### config.mk
export PLATFORM = sky130hd
export DESIGN_NAME = alu_op_sequencer
export DESIGN_NICKNAME = d
export VERILOG_FILES = /design/src/rtl/alu_op_sequencer.sv
export SDC_FILE = /design/constraint.sdc
export NUM_CORES = 1
export LEC_CHECK = 0
export CORE_MARGIN = 5
export CORE_UTILIZATION = 65
export CTS_CLUSTER_DIAMETER = 40
export DETAILED_ROUTE_END_ITERATION = 12
export DONT_BUFFER_PORTS = 1
export PLACE_DENSITY = 0.81
export SLEW_MARGIN = 10
export SYNTH_ARGS = -nofsm -noshare
export SYNTH_HDL_FRONTEND = slang
export SYNTH_SLANG_ARGS = --single-unit
### constraint.sdc
create_clock -name clk -period 2.67 [get_ports clk]
set_input_delay 0.534 -clock clk [delete_from_list [all_inputs] [get_ports clk]]
set_output_delay 0.534 -clock clk [all_outputs]
set_load 0.03 [all_outputs]
### src/rtl/alu_op_sequencer.sv
// Sequences one 8-bit ALU operation through the 4-bit nibble ALU.
// It loads A, then loads B and computes the low nibble, then computes the high nibble and registers the result and flags.
//
// state | meaning
// IDLE  | waiting for req, ready=1
// LDA   | operand A on alu_bus, alu_la strobe
// LOW   | operand B on alu_bus, alu_lb strobe, low nibble computed, carry latched
// HIGH  | high nibble computed with latched carry, result/flags registered
// DONE  | done pulse, ready=1, may accept the next req
module alu_op_sequencer (
    input  logic       clk,
    input  logic       reset,
    input  logic       req,
    input  logic [2:0] op,
    input  logic [7:0] opa,
    input  logic [7:0] opb,
    input  logic       cin,
    output logic       ready,
    output logic       done,
    output logic [7:0] res,
    output logic       res_we,
    output logic       flag_z,
    output logic       flag_n,
    output logic       flag_h,
    output logic       flag_c,
    output logic [7:0] alu_bus,
    output logic       alu_la,
    output logic       alu_lb,
    output logic       alu_res_oe,
    output logic       alu_r,
    output logic       alu_s,
    output logic       alu_v,
    output logic       alu_ne,
    output logic       alu_ci,
    output logic       alu_l,
    output logic       alu_h,
    input  logic [7:0] alu_result,
    input  logic       alu_carry,
    input  logic       alu_zero
);

    localparam logic [2:0] OP_ADD = 3'd0;
    localparam logic [2:0] OP_ADC = 3'd1;
    localparam logic [2:0] OP_SUB = 3'd2;
    localparam logic [2:0] OP_SBC = 3'd3;
    localparam logic [2:0] OP_AND = 3'd4;
    localparam logic [2:0] OP_XOR = 3'd5;
    localparam logic [2:0] OP_OR  = 3'd6;
    localparam logic [2:0] OP_CP  = 3'd7;

    typedef enum logic [2:0] {IDLE, LDA, LOW, HIGH, DONE} state_t;

    state_t     state, state_nxt;
    logic [2:0] op_q;
    logic [7:0] a_q, b_q;
    logic       cin_q;
    logic       hc;
    logic       accept;
    logic       is_sub, is_arith;
    logic       fn_r, fn_s, fn_ne, lo_ci;

    assign is_sub   = (op_q == OP_SUB) || (op_q == OP_SBC) || (op_q == OP_CP);
    assign is_arith = is_sub || (op_q == OP_ADD) || (op_q == OP_ADC);

    // Function select and low-nibble carry-in depend only on the captured op.
    always_comb begin
        fn_r  = 1'b0;
        fn_s  = 1'b0;
        fn_ne = 1'b0;
        lo_ci = 1'b0;
        case (op_q)
            OP_ADD: lo_ci = 1'b0;
            OP_ADC: lo_ci = cin_q;
            OP_SUB: begin fn_ne = 1'b1; lo_ci = 1'b1;   end
            OP_SBC: begin fn_ne = 1'b1; lo_ci = ~cin_q; end
            OP_CP:  begin fn_ne = 1'b1; lo_ci = 1'b1;   end
            OP_AND: fn_r = 1'b1;
            OP_XOR: fn_s = 1'b1;
            OP_OR:  begin fn_r = 1'b1; fn_s = 1'b1; end
            default: ;
        endcase
    end

    always_ff @(posedge clk) begin
        if (reset) begin
            state  <= IDLE;
            op_q   <= 3'd0;
            a_q    <= 8'd0;
            b_q    <= 8'd0;
            cin_q  <= 1'b0;
            hc     <= 1'b0;
            res    <= 8'd0;
            flag_z <= 1'b0;
            flag_n <= 1'b0;
            flag_h <= 1'b0;
            flag_c <= 1'b0;
        end else begin
            state <= state_nxt;
            if (accept) begin
                op_q  <= op;
                a_q   <= opa;
                b_q   <= opb;
                cin_q <= cin;
            end
            if (state == LOW)
                hc <= alu_carry;
            if (state == HIGH) begin
                res    <= alu_result;
                flag_z <= alu_zero;
                flag_n <= is_sub;
                flag_h <= is_arith ? hc : (op_q == OP_AND);
                flag_c <= is_arith ? alu_carry : 1'b0;
            end
        end
    end

    always_comb begin
        state_nxt  = state;
        accept     = 1'b0;
        ready      = 1'b0;
        done       = 1'b0;
        res_we     = 1'b0;
        alu_bus    = 8'd0;
        alu_la     = 1'b0;
        alu_lb     = 1'b0;
        alu_res_oe = 1'b0;
        alu_r      = 1'b0;
        alu_s      = 1'b0;
        alu_v      = 1'b0;
        alu_ne     = 1'b0;
        alu_ci     = 1'b0;
        alu_l      = 1'b0;
        alu_h      = 1'b0;
        case (state)
            IDLE: begin
                ready     = 1'b1;
                accept    = req;
                state_nxt = req ? LDA : IDLE;
            end
            LDA: begin
                alu_bus   = a_q;
                alu_la    = 1'b1;
                state_nxt = LOW;
            end
            LOW: begin
                alu_bus    = b_q;
                alu_lb     = 1'b1;
                alu_l      = 1'b1;
                alu_res_oe = 1'b1;
                alu_r      = fn_r;
                alu_s      = fn_s;
                alu_ne     = fn_ne;
                alu_ci     = lo_ci;
                state_nxt  = HIGH;
            end
            HIGH: begin
                alu_h      = 1'b1;
                alu_res_oe = 1'b1;
                alu_r      = fn_r;
                alu_s      = fn_s;
                alu_ne     = fn_ne;
                alu_ci     = hc;
                state_nxt  = DONE;
            end
            DONE: begin
                done      = 1'b1;
                ready     = 1'b1;
                res_we    = (op_q != OP_CP);
                accept    = req;
                state_nxt = req ? LDA : IDLE;
            end
            default: state_nxt = IDLE;
        endcase
    end

endmodule

## Word level (Yosys, flattened, before mapping)

Index checks and enable logic that the tools add are counted.

- Muxes and demuxes: 21
- Equal/unequal tests: 12
- Bitwise logic cells: 1
- Reduce and logical (&&, ||, !) cells: 12

Operators by type and width:

| cell | number |
|---|---|
| 2-to-1 mux 1 bit | 17 |
| one-hot mux 8 bit (2 select lines) | 1 |
| == test 3 bit, second input constant | 5 |
| == test 3 x 2 -> 1 bit, second input constant | 4 |
| one-hot mux 3 bit (4 select lines) | 1 |
| OR reduction 2 bit | 5 |
| == test 3 x 1 -> 1 bit, second input constant | 2 |
| zero test 3 bit | 2 |
| logical OR 1 bit | 4 |
| inequality test 3 bit, second input constant | 1 |
| one-hot mux 1 bit (3 select lines) | 1 |
| OR reduction 3 bit | 1 |
| one-hot mux 1 bit (2 select lines) | 1 |
| inverter 1 bit | 1 |

- Bits in registers: 36
- Input bits: 33
- Output and inout port bits: 33

## Depth between registers and ports, before layout

Gate-level depths: netlist (run 1).

- Depth after elaboration: 6
- Gate-level depth with buffers: 6

## Worst setup path before layout (run 1)

No wires, ideal clock.

- Kind: register to output
- Start point: reg state[1]
- End point: out res_we
- Buffers on the path: 1
- Cell stages (with the launch flop): 5
- Arrival time: 1.779 ns
- Path slack: 0.357 ns
- Cells stage by stage: dfxtp_1 > buf_6 > nor2_1 > and2_1 > nor2b_1

- Word-level cells in the longest chain between the ends: 2

Ends and longest elaborated chain:

| item | RTL line | RTL |
|---|---|---|
| start: declaration | 53 | `state_t state, state_nxt;` |
| start signal: assignment | 98 | `state <= state_nxt;` |
| == test 3 bit | 134 | `case (state)` |
| 2-to-1 mux 1 bit | 134 |  |
| end: declaration | 21 | `output logic res_we,` |

No other way between the ends.

## Final worst setup path (run 1)

- Start point: reg state[1]
- End point: out alu_ci

- Word-level cells in the longest chain between the ends: 2
- Elaborated cells between the ends (all ways): 3
- Classes of those cells: 2 x eq/ne; 1 x mux

Ends and longest elaborated chain:

| item | RTL line | RTL |
|---|---|---|
| == test 3 x 2 -> 1 bit | 134 |  |
| one-hot mux 1 bit (2 select lines) (*) | 134 |  |
| end: declaration | 34 | `output logic alu_ci,` |

Every way passes the cells marked *; elsewhere a longest branch is shown, timed or not.

==> metrics.cfg, run 1 <==
[outcome]
status=finished clean

[placement]
place_inst=189
io_buffers=0
gp_congestion=0.868
dp_hpwl_um=2460
placed_cell_area_um2=1570

[sta]
setup_violations=0
period_minus_slack_ns=2.53
post-route-period-util=0.946
tns_ns=0
slew_headroom=0.557
slew_violations=0
worst_slew_pin_slew_ns=0.664
holdWs_ns=0.247
max_freq_ghz=0.396
hold_viol=0
grt_setup_unrepaired=no
skew_ns=0.0123

[grt]
grt_max_degree=37
track_usage=0.210
grt_pass1_vias=1168
grt-ovfl-total=0
grt_pass1_wl_um=5440
antenna_found_initial=0

[detailed_routing]
drt-total-wl_um=3320
vias=1138
wire_per_inst_um=17.0
viasPerCell=5.81
drt-pass1-iter-count=4
drc=0
ant_nets=0
drtIter0Drc=22

[clock_tree]
post_cts_resize_count=0
cts_setup_buffers=0
clock_latency_ns=0.34
clk_path_buf_depth=2
cts_tree=built
path_clk_slew_ns=0.11
postCtsHoldBufs=0
ctsHtreeMaxLevel=2
clock-sinks=36
cts_root_buf=clkbuf_4
cts-buffers-inserted=5

[layout]
nets=201
area_growth_pct=5.99
fin_area_um2=1640
antenna_cells=0
drive_gt1_frac=0.143
final_cells=196

[setup_path]
cp.arrival_ns=1.99
critPathRequiredTime_ns=2.14
r2r_cells=4
start_kind=register
cp-end-kind=primary output
critPathKind=reg2out
critPathMaxFanout=15

[yosys]
synth_cell_type_count=28
ys.flop_type=dfxtp_1
synth_edf_count=0
async_flop_share=0
syn-num-nets=197
yosys-top-cells-area=dfxtp_1 (47%), mux2i_1 (14%), nor2_1 (6.8%)
syn_area_per_cell_um2=9.43
syn-cell-area_um2=1550
synth_seq_cells=36
netlist.area_leader.share=0.466
synth_cells=164
yosysWarnings=0
ys_seq_area_frac=0.466
synth_area_leader_cell=dfxtp_1

[floorplan]
dieArea_um2=3450
num_io_pins=66
start_util=0.692
core_area_um2=2230
die_w_um=58.8
rows=17
die_height_um=58.8

[power]
leakage_uw=0.000663
ir_drop_mv=0.516
p_per_area_nw_per_um2=678

[hold_path]
min_path_type=in2reg
holdPathStages=1

[run]
cap_viol_max_count=0

cell families (layout without fill, tap and decap cells):
family                 after synthesis  after routing  share of synthesized area
AO/OA/AOI/OAI                       23             23                      0.104
XOR/XNOR                             1              1                    0.00566
flip-flops                          36             36                      0.466
multiplexers                        21             21                      0.136
other                                1              1                    0.00242
AND/OR/NAND/NOR                     68             68                      0.222
buffers and inverters               14             18                     0.0639
critical path: stages, from the launching register on:
cell,delay (ns)
dfxtp_1,0.53
nor3b_4,0.64
o21ai_0,0.19
nand3_1,0.13
buf_4,0.16
layout make-up:
class | count | area (um2)
fillers | 179 | 594
clock buffers | 7 | 65.1
well taps | 28 | 35.0
inverters | 1 | 3.75
flip-flops and latches | 36 | 721
repair buffers | 10 | 87.6
multi-input cells | 114 | 727
per-stage QoR:
| step | total power, uW | worst slack [ns] | util |
|---|---|---|---|
| 3_3_place_gp | 797 | 0.560 | 0.705 |
| 6_report | 1110 | 0.143 | 0.734 |
| 3_5_place_dp | 808 | 0.548 | 0.705 |
| 5_1_grt | 1170 | 0.0457 | 0.734 |
| 2_1_floorplan | 784 | 0.357 | - |
| 4_1_cts | 1120 | 0.144 | 0.734 |
worst paths after layout:
kind                        from             endpoint  slack, ns
min                        reset  flag_h$_SDFFE_PP0P_       0.25
min reg2reg      hc$_SDFFE_PP0N_  flag_h$_SDFFE_PP0P_       0.48
max          state[1]$_SDFF_PP0_               alu_ci       0.14
max reg2reg  state[1]$_SDFF_PP0_  b_q[3]$_SDFFE_PP0P_       1.06
synth_stat cells (all sizes together) (2+ instances only):
library cell,count
clkbuf,3
nor3b,4
mux2i,21
a21oi,11
a22o,8
dfxtp,36
buf,10
nor2b,2
nand2,23
nor2,28
and3,3
nand3,3
sequential cells by signal, indices dropped and copies added (netlist names):
| register | count |
|---|---|
| state | 3 |
| hc | 1 |
| res | 8 |
| op_q | 3 |
| flag_n | 1 |
| a_q | 8 |
| flag_h | 1 |
| flag_c | 1 |
| b_q | 8 |
| cin_q | 1 |
| flag_z | 1 |
power by group:
group	total, uW	switching (uW)	internal (uW)
Sequential	609	39.0	570
Clock	318	168	149
Combinational	185	109	76.0
Total	1110	317	795
routing by layer:
metal | wire length (um) | track usage | up-vias | part of all wire
met5 | 0 | 0 | - | 0
met4 | 107 | 0.123 | 0 | 0.032
met3 | 301 | 0.0680 | 12 | 0.091
met2 | 1560 | 0.334 | 53 | 0.47
met1 | 1360 | 0.245 | 516 | 0.41
li1 | - | - | 557 | -
layout by cell type, fill, tap and decap left out, types with 2 or more instances in the layout:
cell type,count
nand3_1,3
nor2b_1,2
dfxtp_1,36
a22o_1,8
nor2_1,28
buf_4,9
clkbuf_4,5
a21oi_1,11
mux2i_1,21
clkbuf_8,2
nand2_1,23
nor3b_4,3
and3_1,3
Power figures use the tool's default switching activity.
==> run 2, diff against run 1 <==
--- a/config.mk
+++ b/config.mk
@@ -5,12 +5,12 @@
 export SDC_FILE = /design/constraint.sdc
 export NUM_CORES = 1
 export LEC_CHECK = 0
-export CORE_MARGIN = 5
-export CORE_UTILIZATION = 65
+export CORE_MARGIN = 2
+export CORE_UTILIZATION = 35
 export CTS_CLUSTER_DIAMETER = 40
 export DETAILED_ROUTE_END_ITERATION = 12
 export DONT_BUFFER_PORTS = 1
-export PLACE_DENSITY = 0.81
+export PLACE_DENSITY = 0.61
 export SLEW_MARGIN = 10
 export SYNTH_ARGS = -nofsm -noshare
 export SYNTH_HDL_FRONTEND = slang
==> run 2 against run 1 <==
  * Sequential power barely moved
  * Clock-buffer cell count did not move
  * Non-clock buffer count down 1
  * First-iteration DRC count is 140% higher
  * Clock skew decreased by 0.0083 ns
  * Maximum frequency up 6.1%
  * Combinational power shrank 3%
  * Clock power up 28%
  * Largest cell class unchanged
  * Core utilization shrank 34 points
  * Critical path depth unchanged
  * Global-route usage shrank 7.5 points
==> metrics.cfg, run 2 (same netlist as run 1, synthesis figures left out) <==
[detailed_routing]
drtIter0Drc=52  ; was 22
drt-total-wl_um=3310  ; was 3320 um
vias=1107  ; was 1138
viasPerCell=5.05  ; was 5.81
ant_nets=0  ; unchanged
drc=0  ; unchanged
wire_per_inst_um=15.1  ; was 17.0 um
drt-pass1-iter-count=4  ; unchanged

[layout]
multi_input_area_um2=727  ; unchanged
layout_commonest_cell=dfxtp_1  ; unchanged
nets=200  ; was 201
drive_gt1_frac=0.138  ; was 0.143
nFillCells=445  ; was 179
area_growth_pct=9.47  ; was 5.99%
largest_registers=a_q (8), b_q (8), res (8)  ; unchanged
fin_util=0.394  ; was 0.734
antenna_cells=0  ; unchanged
most-common-layout-cells=dfxtp_1 (36), nor2_1 (28), nand2_1 (23)  ; unchanged
register_area_um2=721  ; unchanged

[placement]
io_buffers=0  ; unchanged
dp_hpwl_um=2450  ; was 2460 um
gp_congestion=0.757  ; was 0.868

[sta]
worst_slew_pin_slew_ns=0.593  ; was 0.664 ns
period_minus_slack_ns=2.38  ; was 2.53 ns
hold_viol=0  ; unchanged
max_freq_ghz=0.420  ; was 0.396 GHz
skew_ns=0.00404  ; was 0.0123 ns
holdWs_ns=0.309  ; was 0.247 ns
grt_setup_unrepaired=no  ; unchanged
post-route-period-util=0.892  ; was 0.946
setup_violations=0  ; unchanged
slew_violations=0  ; unchanged
slew_headroom=0.603  ; was 0.557
tns_ns=0  ; unchanged

[grt]
grt_pass1_wl_um=5210  ; was 5440 um
antenna_found_initial=0  ; unchanged
grt_pass1_vias=1088  ; was 1168
grt_max_degree=37  ; unchanged
grt-ovfl-total=0  ; unchanged
track_usage=0.135  ; was 0.210

[clock_tree]
ctsHtreeMaxLevel=2  ; unchanged
cts_setup_buffers=0  ; unchanged
clock-sinks=36  ; unchanged
post_cts_resize_count=0  ; unchanged
cts_tree=built  ; unchanged
cts-buffers-inserted=5  ; unchanged
cts_root_buf=clkbuf_8  ; was clkbuf_4
postCtsHoldBufs=0  ; unchanged
path_clk_slew_ns=0.07  ; was 0.11 ns
clock_latency_ns=0.28  ; was 0.34 ns
clk_path_buf_depth=2  ; unchanged

[setup_path]
crit_chain=nor3b_4 > o21ai_0 > nand3_1 > buf_4  ; unchanged
critPathRequiredTime_ns=2.14  ; about the same
cp-end-kind=primary output  ; unchanged
critPathKind=reg2out  ; unchanged
cp.arrival_ns=1.85  ; was 1.99 ns
cp_slowest_stage_delay_ns=0.59  ; was 0.64 ns
cp_slowest_cell=nor3b_4  ; unchanged
critPathMaxFanout=14  ; was 15
start_kind=register  ; unchanged

[floorplan]
die_w_um=70.5  ; was 58.8 um
dieArea_um2=4970  ; was 3450 um2
core_area_um2=4290  ; was 2230 um2
rows=24  ; was 17
start_util=0.360  ; was 0.692
num_io_pins=66  ; unchanged
die_height_um=70.5  ; was 58.8 um

[power]
leakage_uw=0.000671  ; was 0.000663 uW
p_per_area_nw_per_um2=707  ; was 678 nW/um2
ir_drop_mv=0.273  ; was 0.516 mV

[hold_path]
min_path_type=in2reg  ; unchanged

[run]
cap_viol_max_count=0  ; unchanged

[outcome]
status=finished clean  ; unchanged

## run 2: worst paths after layout
kind	start	depth (start not counted)	endpoint	slack, ns
max reg2reg	state[1]$_SDFF_PP0_	4	b_q[5]$_SDFFE_PP0P_	1.09
max	state[1]$_SDFF_PP0_	4	alu_ci	0.29
min reg2reg	hc$_SDFFE_PP0N_	2	flag_h$_SDFFE_PP0P_	0.49
min	reset	1	flag_h$_SDFFE_PP0P_	0.31
## run 2: layout make-up
| cell class | count | share of cell area |
|---|---|---|
| clock buffers | 7 | 0.0569 |
| inverters | 1 | 0.00222 |
| multi-input cells | 114 | 0.429 |
| flip-flops and latches | 36 | 0.426 |
| well taps | 52 | 0.0384 |
| repair buffers | 9 | 0.0473 |
## run 2: stage by stage
step	total power [uW]	area, um2	worst slack (ns)	std cells
2_1_floorplan	784	1550	0.357	164
3_5_place_dp	803	1600	0.576	212
4_1_cts	1210	1690	0.256	219
6_report	1200	1690	0.288	219
5_1_grt	1250	1690	0.104	219
3_3_place_gp	797	1600	0.614	212
## run 2: per-layer routing
metal  vias up  track usage  wire length, um
met5         -            0                0
met2        28        0.209             1600
met3         9       0.0664              246
li1        555            -                -
met4         0       0.0726               78
met1       515        0.151             1390
## run 2: critical path, delay by kind of cell, from the launching register on
| kind | cells | cell delay [ns] |
|---|---|---|
| buffers and inverters | 1 | 0.16 |
| flip-flops | 1 | 0.52 |
| AO/OA/AOI/OAI | 1 | 0.18 |
| AND/OR/NAND/NOR | 2 | 0.71 |
## run 2: power breakdown
group	leakage (uW)	switching, uW	internal [uW]
Combinational	0.000326	105	74.2
Sequential	0.000294	40.3	571
Clock	0.0000503	177	230
Total	0.000671	322	874
